`src/rtl/spi_slave_word_if.sv`:
```
// Pin and handshake bundle for spi_slave_word: SPI pins, TX/RX streams, status and FSM debug.
// valid/ready: a word moves on a clk edge where valid && ready; the source holds data and valid until then.
interface spi_slave_word_if #(
  parameter int WORD_W = 8
);
  logic              spi_clk;
  logic              spi_cs_n;
  logic              mosi;
  logic              miso;
  logic              miso_oe;
  logic [WORD_W-1:0] tx_data;
  logic              tx_valid;
  logic              tx_ready;
  logic [WORD_W-1:0] rx_data;
  logic              rx_valid;
  logic              rx_ready;
  logic              busy;
  logic              overrun;
  logic              dbg_state;

  modport slave (
    input  spi_clk, spi_cs_n, mosi, tx_data, tx_valid, rx_ready,
    output miso, miso_oe, tx_ready, rx_data, rx_valid, busy, overrun, dbg_state
  );

  modport master (
    output spi_clk, spi_cs_n, mosi, tx_data, tx_valid, rx_ready,
    input  miso, miso_oe, tx_ready, rx_data, rx_valid, busy, overrun, dbg_state
  );
endinterface

```
`src/rtl/spi_slave_word.sv`:
```
// Word-wide SPI slave with CPOL/CPHA, bit order, chip select, TX holding register and RX handshake.
// Optional sticky RX overrun flag is enabled by defining SPI_SLAVE_WORD_OVERRUN_EN.
module spi_slave_word #(
  parameter int              WORD_W      = 8,
  parameter bit              CPOL        = 1'b0,
  parameter bit              CPHA        = 1'b0,
  parameter bit              MSB_FIRST   = 1'b1,
  parameter int              SYNC_STAGES = 2,
  parameter logic [WORD_W-1:0] FILL      = '0
) (
  input  logic              clk,
  input  logic              rst_n,
  spi_slave_word_if.slave   bus
);

  localparam int                 CNT_W    = $clog2(WORD_W + 1);
  localparam logic [CNT_W-1:0]   LAST_BIT = CNT_W'(WORD_W - 1);

  typedef enum logic {
    ST_IDLE   = 1'b0,
    ST_ACTIVE = 1'b1
  } state_t;

  state_t state_q, state_d;

  logic [SYNC_STAGES-1:0] sck_sync, cs_sync, mosi_sync;
  logic                   sck_hist, cs_hist;
  logic                   sck_s, cs_s, mosi_s;
  logic                   lead_edge, trail_edge, sample_edge, shift_edge;
  logic                   cs_fall, cs_rise;

  logic                   do_load, do_sample, do_shift, word_done, cs_abort;
  logic [CNT_W-1:0]       bit_cnt;
  logic [WORD_W-1:0]      rx_sh, rx_next, tx_sh, hold_q, load_word;
  logic                   skip_q;
  logic                   tx_ready_q;
  logic [WORD_W-1:0]      rx_data_q;
  logic                   rx_valid_q;
  logic                   miso_q, miso_oe_q, busy_q, overrun_q;

  // Synchronisers reset to the idle bus: SCK at CPOL, deselected, MOSI low.
  always_ff @(posedge clk or negedge rst_n) begin
    if (!rst_n) begin
      sck_sync  <= {SYNC_STAGES{CPOL}};
      cs_sync   <= '1;
      mosi_sync <= '0;
      sck_hist  <= CPOL;
      cs_hist   <= 1'b1;
    end else begin
      sck_sync  <= {sck_sync[SYNC_STAGES-2:0], bus.spi_clk};
      cs_sync   <= {cs_sync[SYNC_STAGES-2:0], bus.spi_cs_n};
      mosi_sync <= {mosi_sync[SYNC_STAGES-2:0], bus.mosi};
      sck_hist  <= sck_sync[SYNC_STAGES-1];
      cs_hist   <= cs_sync[SYNC_STAGES-1];
    end
  end

  assign sck_s       = sck_sync[SYNC_STAGES-1];
  assign cs_s        = cs_sync[SYNC_STAGES-1];
  assign mosi_s      = mosi_sync[SYNC_STAGES-1];
  assign lead_edge   = (sck_hist == CPOL) && (sck_s != CPOL);
  assign trail_edge  = (sck_hist != CPOL) && (sck_s == CPOL);
  assign sample_edge = CPHA ? trail_edge : lead_edge;
  assign shift_edge  = CPHA ? lead_edge  : trail_edge;
  assign cs_fall     = cs_hist && !cs_s;
  assign cs_rise     = !cs_hist && cs_s;

  function automatic logic first_bit(input logic [WORD_W-1:0] w);
    return MSB_FIRST ? w[WORD_W-1] : w[0];
  endfunction

  function automatic logic [WORD_W-1:0] advance(input logic [WORD_W-1:0] w);
    return MSB_FIRST ? (w << 1) : (w >> 1);
  endfunction

  assign rx_next   = MSB_FIRST ? {rx_sh[WORD_W-2:0], mosi_s} : {mosi_s, rx_sh[WORD_W-1:1]};
  assign load_word = tx_ready_q ? FILL : hold_q;

  always_ff @(posedge clk or negedge rst_n) begin
    if (!rst_n) state_q <= ST_IDLE;
    else        state_q <= state_d;
  end

  always_comb begin
    state_d   = state_q;
    do_load   = 1'b0;
    do_sample = 1'b0;
    do_shift  = 1'b0;
    word_done = 1'b0;
    cs_abort  = 1'b0;
    case (state_q)
      ST_IDLE: begin
        if (cs_fall) begin
          state_d = ST_ACTIVE;
          do_load = 1'b1;
        end
      end
      ST_ACTIVE: begin
        if (cs_rise) begin
          state_d  = ST_IDLE;
          cs_abort = 1'b1;
        end else begin
          if (sample_edge) begin
            do_sample = 1'b1;
            if (bit_cnt == LAST_BIT) begin
              word_done = 1'b1;
              do_load   = 1'b1;
            end
          end
          if (shift_edge && !skip_q) do_shift = 1'b1;
        end
      end
      default: state_d = ST_IDLE;
    endcase
  end

  always_ff @(posedge clk or negedge rst_n) begin
    if (!rst_n) begin
      bit_cnt <= '0;
      rx_sh   <= '0;
    end else if (cs_abort) begin
      bit_cnt <= '0;
      rx_sh   <= '0;
    end else if (do_sample) begin
      rx_sh   <= rx_next;
      bit_cnt <= word_done ? '0 : bit_cnt + CNT_W'(1);
    end
  end

  // With CPHA=0 a word-boundary load already drives the first bit, so the
  // trailing edge that follows must not advance the shifter again.
  always_ff @(posedge clk or negedge rst_n) begin
    if (!rst_n)                                 skip_q <= 1'b0;
    else if (cs_abort)                          skip_q <= 1'b0;
    else if (word_done)                         skip_q <= !CPHA;
    else if (shift_edge && state_q == ST_ACTIVE) skip_q <= 1'b0;
  end

  always_ff @(posedge clk or negedge rst_n) begin
    if (!rst_n) begin
      miso_q <= 1'b0;
      tx_sh  <= '0;
    end else if (do_load) begin
      if (!CPHA) begin
        miso_q <= first_bit(load_word);
        tx_sh  <= advance(load_word);
      end else begin
        tx_sh  <= load_word;
      end
    end else if (do_shift) begin
      miso_q <= first_bit(tx_sh);
      tx_sh  <= advance(tx_sh);
    end
  end

  // A load and an accept never collide on a full holder: accept needs it empty.
  always_ff @(posedge clk or negedge rst_n) begin
    if (!rst_n) begin
      hold_q     <= '0;
      tx_ready_q <= 1'b1;
    end else if (bus.tx_valid && tx_ready_q) begin
      hold_q     <= bus.tx_data;
      tx_ready_q <= 1'b0;
    end else if (do_load && !tx_ready_q) begin
      tx_ready_q <= 1'b1;
    end
  end

  always_ff @(posedge clk or negedge rst_n) begin
    if (!rst_n) begin
      rx_data_q  <= '0;
      rx_valid_q <= 1'b0;
    end else if (word_done) begin
      rx_data_q  <= rx_next;
      rx_valid_q <= 1'b1;
    end else if (bus.rx_ready && rx_valid_q) begin
      rx_valid_q <= 1'b0;
    end
  end

`ifdef SPI_SLAVE_WORD_OVERRUN_EN
  always_ff @(posedge clk or negedge rst_n) begin
    if (!rst_n)                                         overrun_q <= 1'b0;
    else if (word_done && rx_valid_q && !bus.rx_ready)  overrun_q <= 1'b1;
    else if (bus.rx_ready && overrun_q)                 overrun_q <= 1'b0;
  end
`else
  assign overrun_q = 1'b0;
`endif

  always_ff @(posedge clk or negedge rst_n) begin
    if (!rst_n) begin
      busy_q    <= 1'b0;
      miso_oe_q <= 1'b0;
    end else begin
      busy_q    <= (state_d == ST_ACTIVE);
      miso_oe_q <= (state_d == ST_ACTIVE);
    end
  end

  assign bus.miso      = miso_q;
  assign bus.miso_oe   = miso_oe_q;
  assign bus.tx_ready  = tx_ready_q;
  assign bus.rx_data   = rx_data_q;
  assign bus.rx_valid  = rx_valid_q;
  assign bus.busy      = busy_q;
  assign bus.overrun   = overrun_q;
  assign bus.dbg_state = state_q;

endmodule

```
`src/flat_wrapper.sv`:
```
// flat-port wrapper written by rule: the top's interface ports become plain ports
module spi_slave_word_flat 
#(
  parameter int              WORD_W      = 8,
  parameter bit              CPOL        = 1'b0,
  parameter bit              CPHA        = 1'b0,
  parameter bit              MSB_FIRST   = 1'b1,
  parameter int              SYNC_STAGES = 2,
  parameter logic [WORD_W-1:0] FILL      = '0
)
  (clk, rst_n, bus_spi_clk, bus_spi_cs_n, bus_mosi, bus_tx_data, bus_tx_valid, bus_rx_ready, bus_miso, bus_miso_oe, bus_tx_ready, bus_rx_data, bus_rx_valid, bus_busy, bus_overrun, bus_dbg_state);
  spi_slave_word_if #(.WORD_W(WORD_W)) bus_i ();
  input  logic clk;
  input  logic rst_n;
  input wire logic [$bits(bus_i.spi_clk)-1:0] bus_spi_clk;
  input wire logic [$bits(bus_i.spi_cs_n)-1:0] bus_spi_cs_n;
  input wire logic [$bits(bus_i.mosi)-1:0] bus_mosi;
  input wire logic [$bits(bus_i.tx_data)-1:0] bus_tx_data;
  input wire logic [$bits(bus_i.tx_valid)-1:0] bus_tx_valid;
  input wire logic [$bits(bus_i.rx_ready)-1:0] bus_rx_ready;
  output wire logic [$bits(bus_i.miso)-1:0] bus_miso;
  output wire logic [$bits(bus_i.miso_oe)-1:0] bus_miso_oe;
  output wire logic [$bits(bus_i.tx_ready)-1:0] bus_tx_ready;
  output wire logic [$bits(bus_i.rx_data)-1:0] bus_rx_data;
  output wire logic [$bits(bus_i.rx_valid)-1:0] bus_rx_valid;
  output wire logic [$bits(bus_i.busy)-1:0] bus_busy;
  output wire logic [$bits(bus_i.overrun)-1:0] bus_overrun;
  output wire logic [$bits(bus_i.dbg_state)-1:0] bus_dbg_state;
  assign bus_i.spi_clk = bus_spi_clk;
  assign bus_i.spi_cs_n = bus_spi_cs_n;
  assign bus_i.mosi = bus_mosi;
  assign bus_i.tx_data = bus_tx_data;
  assign bus_i.tx_valid = bus_tx_valid;
  assign bus_i.rx_ready = bus_rx_ready;
  assign bus_miso = bus_i.miso;
  assign bus_miso_oe = bus_i.miso_oe;
  assign bus_tx_ready = bus_i.tx_ready;
  assign bus_rx_data = bus_i.rx_data;
  assign bus_rx_valid = bus_i.rx_valid;
  assign bus_busy = bus_i.busy;
  assign bus_overrun = bus_i.overrun;
  assign bus_dbg_state = bus_i.dbg_state;
  spi_slave_word #(.WORD_W(WORD_W), .CPOL(CPOL), .CPHA(CPHA), .MSB_FIRST(MSB_FIRST), .SYNC_STAGES(SYNC_STAGES), .FILL(FILL)) u_core (.clk(clk), .rst_n(rst_n), .bus(bus_i));
endmodule
```
`config.mk`:
```
export PLATFORM = sky130hd
export DESIGN_NAME = spi_slave_word_flat
export DESIGN_NICKNAME = d
export VERILOG_FILES = /design/src/rtl/spi_slave_word_if.sv /design/src/rtl/spi_slave_word.sv /design/src/flat_wrapper.sv
export SDC_FILE = /design/constraint.sdc
export NUM_CORES = 1
export LEC_CHECK = 0
export CAP_MARGIN = 10
export CORE_ASPECT_RATIO = 0.75
export CORE_UTILIZATION = 40
export CTS_BUF_LIST = sky130_fd_sc_hd__clkbuf_16
export CTS_CLUSTER_DIAMETER = 100
export DETAILED_ROUTE_END_ITERATION = 8
export GPL_ROUTABILITY_DRIVEN = 0
export PLACE_DENSITY = 0.62
export SYNTH_ARGS = -nofsm -noshare
export SYNTH_HDL_FRONTEND = slang
export SYNTH_SLANG_ARGS = --single-unit
```
`constraint.sdc`:
```
create_clock -name clk -period 3.8 [get_ports clk]
set_clock_uncertainty 0.1 [all_clocks]
set_input_delay 0.38 -clock clk [delete_from_list [all_inputs] [get_ports clk]]
set_output_delay 0.38 -clock clk [all_outputs]
set_load 0.02 [all_outputs]
```
[Word level (Yosys, flattened, before mapping)]
Index checks and enable logic that the tools add are counted.
Word-level totals
  register bits: 48
  latch bits: 0
  bits in writable memories: 0
  bits in read-only memories: 0
  bits of input ports: 15
  output and inout port bits: 15
  logic and storage cells: 71
  memories: 0
Operators by class
  add/subtract/negate cells: 1
  multiply operators: 0
  div/mod/pow operators: 0
  order comparisons: 0
  eq/ne operators: 1
  shifts and indexed selects: 0
  multiplexer cells: 33
  bitwise logic cells: 3
  reduce and logical (&&, ||, !) cells: 18
Operator list (count)
  8-bit 2-to-1 mux: 3
  1-bit 2-to-1 mux: 23
  7-bit 2-to-1 mux: 2
  4-bit 2-to-1 mux: 3
  1-bit logical AND: 9
  2-bit nonzero test: 4
  4-bit by 1-bit adder with 4-bit output, second input constant: 1
  4-bit by 3-bit == test with 1-bit output, second input constant: 1
  1-bit logical NOT: 4
  1-bit case mux with 2 select lines: 2
  1-bit NOT: 3
  3-bit nonzero test: 1

[Longest topological paths before layout]
Gate-level depths: netlist of the first run.
  depth after elaboration: 8
  gate-level depth with buffers: 7
  mapped depth without buffers: 5

[Worst setup path before layout of the first run]
Ideal clock, no wire load.
  path type: register to register
  start point: register u_core.bit_cnt[0]
  end point: register u_core.rx_data_q[0], in the netlist u_core.bus.rx_data[0]
  setup time: 0.125 ns
  data arrival time: 1.562 ns
  data required time: 3.575 ns
  slack: 2.013 ns
  cell stages (with the launch flop): 6
  buffers on the path: 1
  clock period less this slack: 1.787 ns
  cell sequence: dfrtp_1 ha_1 nand3b_1 nor4_4 buf_6 mux2_2
On the way
  longest elaborated chain between the ends: 5
RTL lines
  from (decl): RTL line spi_slave_word.sv:33  | logic [CNT_W-1:0] bit_cnt;
  from (signal assigned): RTL line spi_slave_word.sv:126  | bit_cnt <= word_done ? '0 : bit_cnt + CNT_W'(1);
  4-bit by 3-bit == test with 1-bit output: RTL line spi_slave_word.sv:105  | if (bit_cnt == LAST_BIT) begin
  1-bit 2-to-1 mux: RTL line spi_slave_word.sv:105
  1-bit 2-to-1 mux: RTL line spi_slave_word.sv:103  | if (sample_edge) begin
  1-bit 2-to-1 mux: RTL line spi_slave_word.sv:99  | if (cs_rise) begin
  1-bit 2-to-1 mux: RTL line spi_slave_word.sv:91  | case (state_q)
  to (signal assigned): RTL line spi_slave_word.sv:174  | rx_data_q <= rx_next;
  to (decl): RTL line spi_slave_word.sv:37  | logic [WORD_W-1:0] rx_data_q;
Every way passes these cells.
A chain may end at the register's enable or synchronous reset.

[Final worst setup path of the first run]
  start point: register u_core.cs_hist
  end point: register u_core.bit_cnt[3]
On the way
  longest elaborated chain between the ends: 7
  elaborated cells between the ends (all ways): 12
  those cells by class: mux: 9; reduce/logical: 3
RTL lines
  from (decl): RTL line spi_slave_word.sv:27  | logic sck_hist, cs_hist;
  from (signal assigned): RTL line spi_slave_word.sv:54  | cs_hist <= cs_sync[SYNC_STAGES-1];
  1-bit logical NOT (*): RTL line spi_slave_word.sv:66  | assign cs_rise = !cs_hist && cs_s;
  1-bit logical AND (*): RTL line spi_slave_word.sv:66
  1-bit 2-to-1 mux: RTL line spi_slave_word.sv:99
  1-bit 2-to-1 mux: RTL line spi_slave_word.sv:91
  4-bit 2-to-1 mux: RTL line spi_slave_word.sv:126
  4-bit 2-to-1 mux: RTL line spi_slave_word.sv:124  | end else if (do_sample) begin
  4-bit 2-to-1 mux: RTL line spi_slave_word.sv:121  | end else if (cs_abort) begin
Every way passes the cells marked *; elsewhere a longest branch is shown, timed or not. The select of a mux whose other input is x is not followed.

==> results of run 1 <==
## through the flow
stage,util (%),cell area [um2],hold slack [ns],setup slack (ns)
floorplan,-,1950,-0.0156,2.01
global placement,49.0,2240,0.235,1.56
detailed placement,49.0,2240,0.245,1.51
CTS,52.2,2380,0.206,1.47
global route,52.2,2380,0.259,1.22
finish,52.2,2380,0.174,1.48
## power groups by stage
stage,clock (mW),sequential (mW),combinational (mW)
final,0.419,0.678,0.256
after detailed placement,0,0.686,0.260
after global placement,0,0.680,0.250
after CTS,0.434,0.678,0.261
after global routing,0.455,0.694,0.287
after floorplan,0,0.676,0.177
## cell type report
| type | count | area share (%) |
|---|---|---|
| Inverter | 2 | 0.315 |
| Clock inverter | 3 | 0.787 |
| Sequential cell | 47 | 49.5 |
| Clock buffer | 5 | 5.25 |
| Tap cell | 57 | 2.99 |
| Multi-Input combinational cell | 95 | 29.6 |
| Timing Repair Buffer | 28 | 11.5 |
## per-layer routing
metal  up-vias  track usage [%]  wire length (um)
met5         -                0                 0
met4         0             4.74                27
met3         5             5.11               132
met2        20             21.5              1440
met1       573             19.2              1550
li1        574                -                 -
## cell usage in the layout, fill, tap and decap left out, types with 2 or more instances in the layout
cell and count:
or4b_1 2, mux2_2 13, o21ai_0 10, clkinv_2 2, nand2b_1 8, inv_1 2
clkdlybuf4s50_1 27, dfrtp_1 43, nor2_1 3, mux2i_1 14, nand3_1 2, nand3b_1 2
dfstp_2 4, nand2_1 21, mux2_1 3, clkbuf_16 5, a21oi_1 2
## worst max-delay path by stage
stage                     slack [ns]                  from                    end
after floorplan                 2.01     u_core.bit_cnt[0]  u_core.bus.rx_data[0]
after global placement          1.56        u_core.cs_hist      u_core.bit_cnt[3]
after detailed placement        1.51        u_core.cs_hist      u_core.bit_cnt[3]
after CTS                       1.47        u_core.cs_hist      u_core.bit_cnt[3]
after global routing            1.22  u_core.bus.dbg_state      u_core.bit_cnt[3]
final                           1.48        u_core.cs_hist      u_core.bit_cnt[3]
## sequential cells by signal, indices dropped and copies added, names as in the netlist
| signal | count |
|---|---|
| u_core.mosi_sync | 2 |
| u_core.tx_sh | 7 |
| u_core.bus.miso | 1 |
| u_core.cs_hist | 1 |
| u_core.sck_sync | 2 |
| u_core.cs_sync | 2 |
| u_core.bus.tx_ready | 1 |
| u_core.bus.dbg_state | 1 |
| u_core.bit_cnt | 4 |
| u_core.bus.rx_data | 8 |
| u_core.skip_q | 1 |
| u_core.bus.rx_valid | 1 |
| u_core.rx_sh | 7 |
| u_core.sck_hist | 1 |
| u_core.hold_q | 8 |
## cells by family after synthesis
kind of cell,count (synthesis),share of synthesized area (%)
simple gates,46,13.7
compound gates,16,4.74
fa+ha+maj,1,0.641
mux,30,16.4
other cells,1,0.192
xor+xnor,1,0.449
flops,47,60.5
buf+inv,10,3.40
==> results.md, run 1 <==
* Dominant cells by area after synthesis: dfrtp_1 (55%), mux2_2 (7.5%), mux2i_1 (7.2%), dfstp_2 (5.4%), nand2_1 (4.0%)
* Top-area cell type share of the netlist area at 55.1%
* Critical path endpoint category: flip-flop
* WP buf/inv at 0
* # clock sinks at 47
* Post-Synthesis Cell Area at 1950 um2
* WL/cell at 13.3 um
* Leakage Power at 1.06 nW
* Slowest stage delay, CP at 0.81 ns
* Fill count at 400
* Vias/cell at 4.95
* TritonCTS clock tree: built
* Clk slew on worst S/H paths at 0.06 ns
* Post-cts resize count at 0
* Total power draw at 1.35 mW
* Post-CTS setup buffers at 0
* Antenna diode count at 0
* Die ar. at 5170 um2
* Initial antenna violation count at 0
* Worst min-delay path category: primary input to async pin
* Area occupied by multi-input gates at 706 um2
* PwrDens at 567 nW/um2
* Number of routed nets with antenna violations at 0
* Worst r2r src: u_core.cs_hist
* DRT Pass-1 Iters at 4
* Vias in the first global route at 1,214
* Period utilisation layout at 61.2%
* Fin cells at 237
* NetSw at 0.358 mW
* Clk root buf: clkbuf_16
* Reg2reg path depth at 4
* Crit path depth at 4
* Worst EP arrival at 2.43 ns
* First-pass GRT wire length at 5.55 mm
* Setup repair after global routing missed its margin: no
* Post-DP HPWL at 2.19 mm
* Status: finished, final reports clean
* Iter 0 DRT Violations at 29
* Flops & latches, synth at 47
* H-tree depth at 2
* Sequential Area at 1180 um2
* Post-synthesis net count at 168
* I/O pin cnt at 30
* Post-Syn Instances at 152
* Sequential area share after synthesis at 60.5%
* Combinational fraction of design power at 18.9%
* Fmax at 430 MHz
* CTS Buffer Depth at 2
* Worst path top cell family by delay: simple AND/OR/NAND/NOR gates
* Headroom to the max-slew limit at 32.6%
* Die Ht at 62.5 um
* Starting Density at 42.7%
* Worst-path fanout max at 20
* Synth async-reset ratio at 100%
* Pint at 0.995 mW
* Post-CTS Hold Buffers at 0
* Main flop type after synthesis: dfrtp_1
* Worst slew pin tran at 1.01 ns
* # setup viols final at 0
* Placed cells at 229
* Final Hold Vio Count at 0
* Clk pwr share at 31.0%
* Final TNS setup at 0 ns
* Core area at 4570 um2
* Min Clock Period, post-route at 2.32 ns
* CP cell instances: nor2b_1 -> nor3_2 -> or4b_1 -> a21oi_1
* Nets at 195
* Worst Setup Start Kind: flip-flop
* R2r endpoint: u_core.bit_cnt[3]
* Sequential share of power at 50.1%
* Most numerous cell in the Yosys netlist: dfrtp_1
* Die span in x at 82.7 um
* Switch share at 26.4%
* Synth top cells by count: dfrtp_1 (43), nand2_1 (21), mux2i_1 (14)
* Total CTS buffers at 5
* Worst endpoint required time at 3.91 ns
* Largest net degree at the start of global routing at 48
* Synth area leader: dfrtp_1
* # rows at 21
* Worst path slowest cell: nor3_2
* Drt total wl at 3.14 mm
* Ys Warns at 0
* Peak supply drop at 0.304 mV
* Max-Cap Viols at 0
* Number of enable flip-flop cells after synthesis at 0
* R2R setup slack at 1.48 ns
* DRC at 0
* Mapped Avg Cell Area at 12.8 um2
* Unique masters post-synth at 33
* Total Routing Usage GR at 14.4%
* Worst-skew pair later-pin latency at 0.28 ns
* Max-slew violations at 0
* Number of port buffers at 28
* Area delta synth->final at 22.1%
* Layout cell share with drive strength beyond 1 at 16.7%
* WS Path Type: flip-flop to flip-flop
* Grt total ovfl at 0
* Via count at 1,172
Power figures use the tool's default switching activity.
==> run 2, diff against run 1 <==
clock period = 2.3 ns   (was 3.8 ns; I/O delays follow)
==> results.md, run 2 (synthesis gave the netlist of run 1 again) <==
* Status: finished, final reports clean
* Grt total ovfl at 0
* WS Path Type: flip-flop to flip-flop
* H-tree depth at 2
* Peak supply drop at 0.510 mV
* # rows at 21
* # clock sinks at 47
* Worst min-delay path category: primary input to flip-flop
* Antenna diode count at 0
* First-pass GRT wire length at 5.99 mm
* Area delta synth->final at 24.7%
* Total power draw at 2.24 mW
* Post-DP HPWL at 2.28 mm
* Starting Density at 42.7%
* M1 WL at 1.53 mm
* Worst Setup Start Kind: flip-flop
* Iter 0 DRT Violations at 38
* Clk root buf: clkbuf_16
* Max-Cap Viols at 0
* PwrDens at 919 nW/um2
* Headroom to the max-slew limit at 59.2%
* Clk slew on worst S/H paths at 0.06 ns
* Nets at 200
* Layout cell share with drive strength beyond 1 at 17.8%
* Final Cell Area at 2430 um2
* CTS Buffer Depth at 2
* Die Ht at 62.5 um
* Final Hold Vio Count at 0
* TritonCTS clock tree: built
* Final TNS setup at 0 ns
* Worst-skew pair later-pin latency at 0.29 ns
* Worst path slowest cell: or4b_1
* R2r endpoint: u_core.tx_sh[1]
* Total CTS buffers at 5
* Min Clock Period, post-route at 1.93 ns
* Worst-path fanout max at 13
* DRT Pass-1 Iters at 4
* WL/cell at 13.5 um
* Worst Hold Margin at 0.255 ns
* Placed Area at 2280 um2
* Largest net degree at the start of global routing at 25
* R2R setup slack at 0.37 ns
* Die span in x at 82.7 um
* Total Routing Usage GR at 15.7%
* # setup viols final at 0
* Reg2reg path depth at 6
* Setup ws final at 0.374 ns
* Wire length on met3 at 154 um
* Critical Path Source: u_core.bit_cnt[0]
* Crit path depth at 6
* Slowest stage delay, CP at 0.55 ns
* Worst r2r src: u_core.bit_cnt[0]
* Initial antenna violation count at 0
* Vias in the first global route at 1,304
* I/O pin cnt at 30
* End point of the critical path: u_core.tx_sh[1]
* Worst EP arrival at 2.03 ns
* Worst path top cell family by delay: simple AND/OR/NAND/NOR gates
* Wire length on met2 at 1.51 mm
* Fmax at 519 MHz
* Top routing layer in use: met4
* Post-cts resize count at 0
* Via count at 1,212
* Leakage Power at 1.09 nW
* Post-CTS setup buffers at 0
* Worst slack, placed at 0.379 ns
* DRC at 0
* Worst slew pin tran at 0.611 ns
* Period utilisation layout at 83.8%
* Die ar. at 5170 um2
* Most frequent cells in the layout: dfrtp_1 (43), clkdlybuf4s50_1 (27), nand2_1 (21)
* Core area at 4570 um2
* Setup repair after global routing missed its margin: no
* Number of port buffers at 28
* Critical path endpoint category: flip-flop
* Max-slew violations at 0
* CP cell instances: ha_1 -> nand3b_1 -> nor4_4 -> buf_4 -> or4b_1 -> o21ai_0
* Vias/cell at 5.01
* Worst endpoint required time at 2.41 ns
* Number of routed nets with antenna violations at 0
* WP buf/inv at 1
* Drt total wl at 3.27 mm
* Hold path depth at 1
* Commonest non-fill, non-tap cell in the layout: dfrtp_1
run 2: layout make-up:
class | count | area, um2
fill | 414 | 2140
inverter | 2 | 7.51
multi-input combinational | 95 | 706
timing repair buffer | 33 | 328
sequential | 47 | 1180
clock buffer | 5 | 125
clock inverter | 3 | 16.3
tap | 57 | 71.3
run 2: metal layers:
layer	vias up	GRT usage, %
li1	576	-
met1	600	19.4
met2	28	23.9
met3	8	6.72
met4	0	6.68
met5	-	0
run 2: power by group:
group / total, mW / internal, mW / switching (mW)
clock: 0.690 / 0.396 / 0.294
combinational: 0.426 / 0.242 / 0.184
sequential: 1.12 / 1.01 / 0.114
total: 2.24 / 1.64 / 0.592
run 2: what timing repair did:
item                                   in CTS  in global routing
hold buffers                                1                  0
endpoints found under the hold margin      23                  0
setup endpoints to repair                   0                  0
run 2: through the flow:
stage               util (%)  instances
floorplan                  -        152
global placement        49.9        233
detailed placement      49.9        233
CTS                     53.3        242
global route            53.3        242
finish                  53.3        242
run 2: worst register-to-register path: stages, from the launching register on:
cell and delay (ns):
dfrtp_1 0.42, ha_1 0.24, nand3b_1 0.18, nor4_4 0.07, buf_4 0.19, or4b_1 0.55
o21ai_0 0.09
run 2: worst min-delay path by stage:
stage / from / endpoint / slack [ns]
floorplan: rst_n / u_core.bit_cnt[0] / -0.17
global placement: rst_n / u_core.rx_sh[6] / 0.15
detailed placement: rst_n / u_core.rx_sh[6] / 0.17
CTS: bus_spi_cs_n / u_core.cs_sync[0] / 0.25
global route: bus_spi_cs_n / u_core.cs_sync[0] / 0.25
finish: bus_spi_cs_n / u_core.cs_sync[0] / 0.26
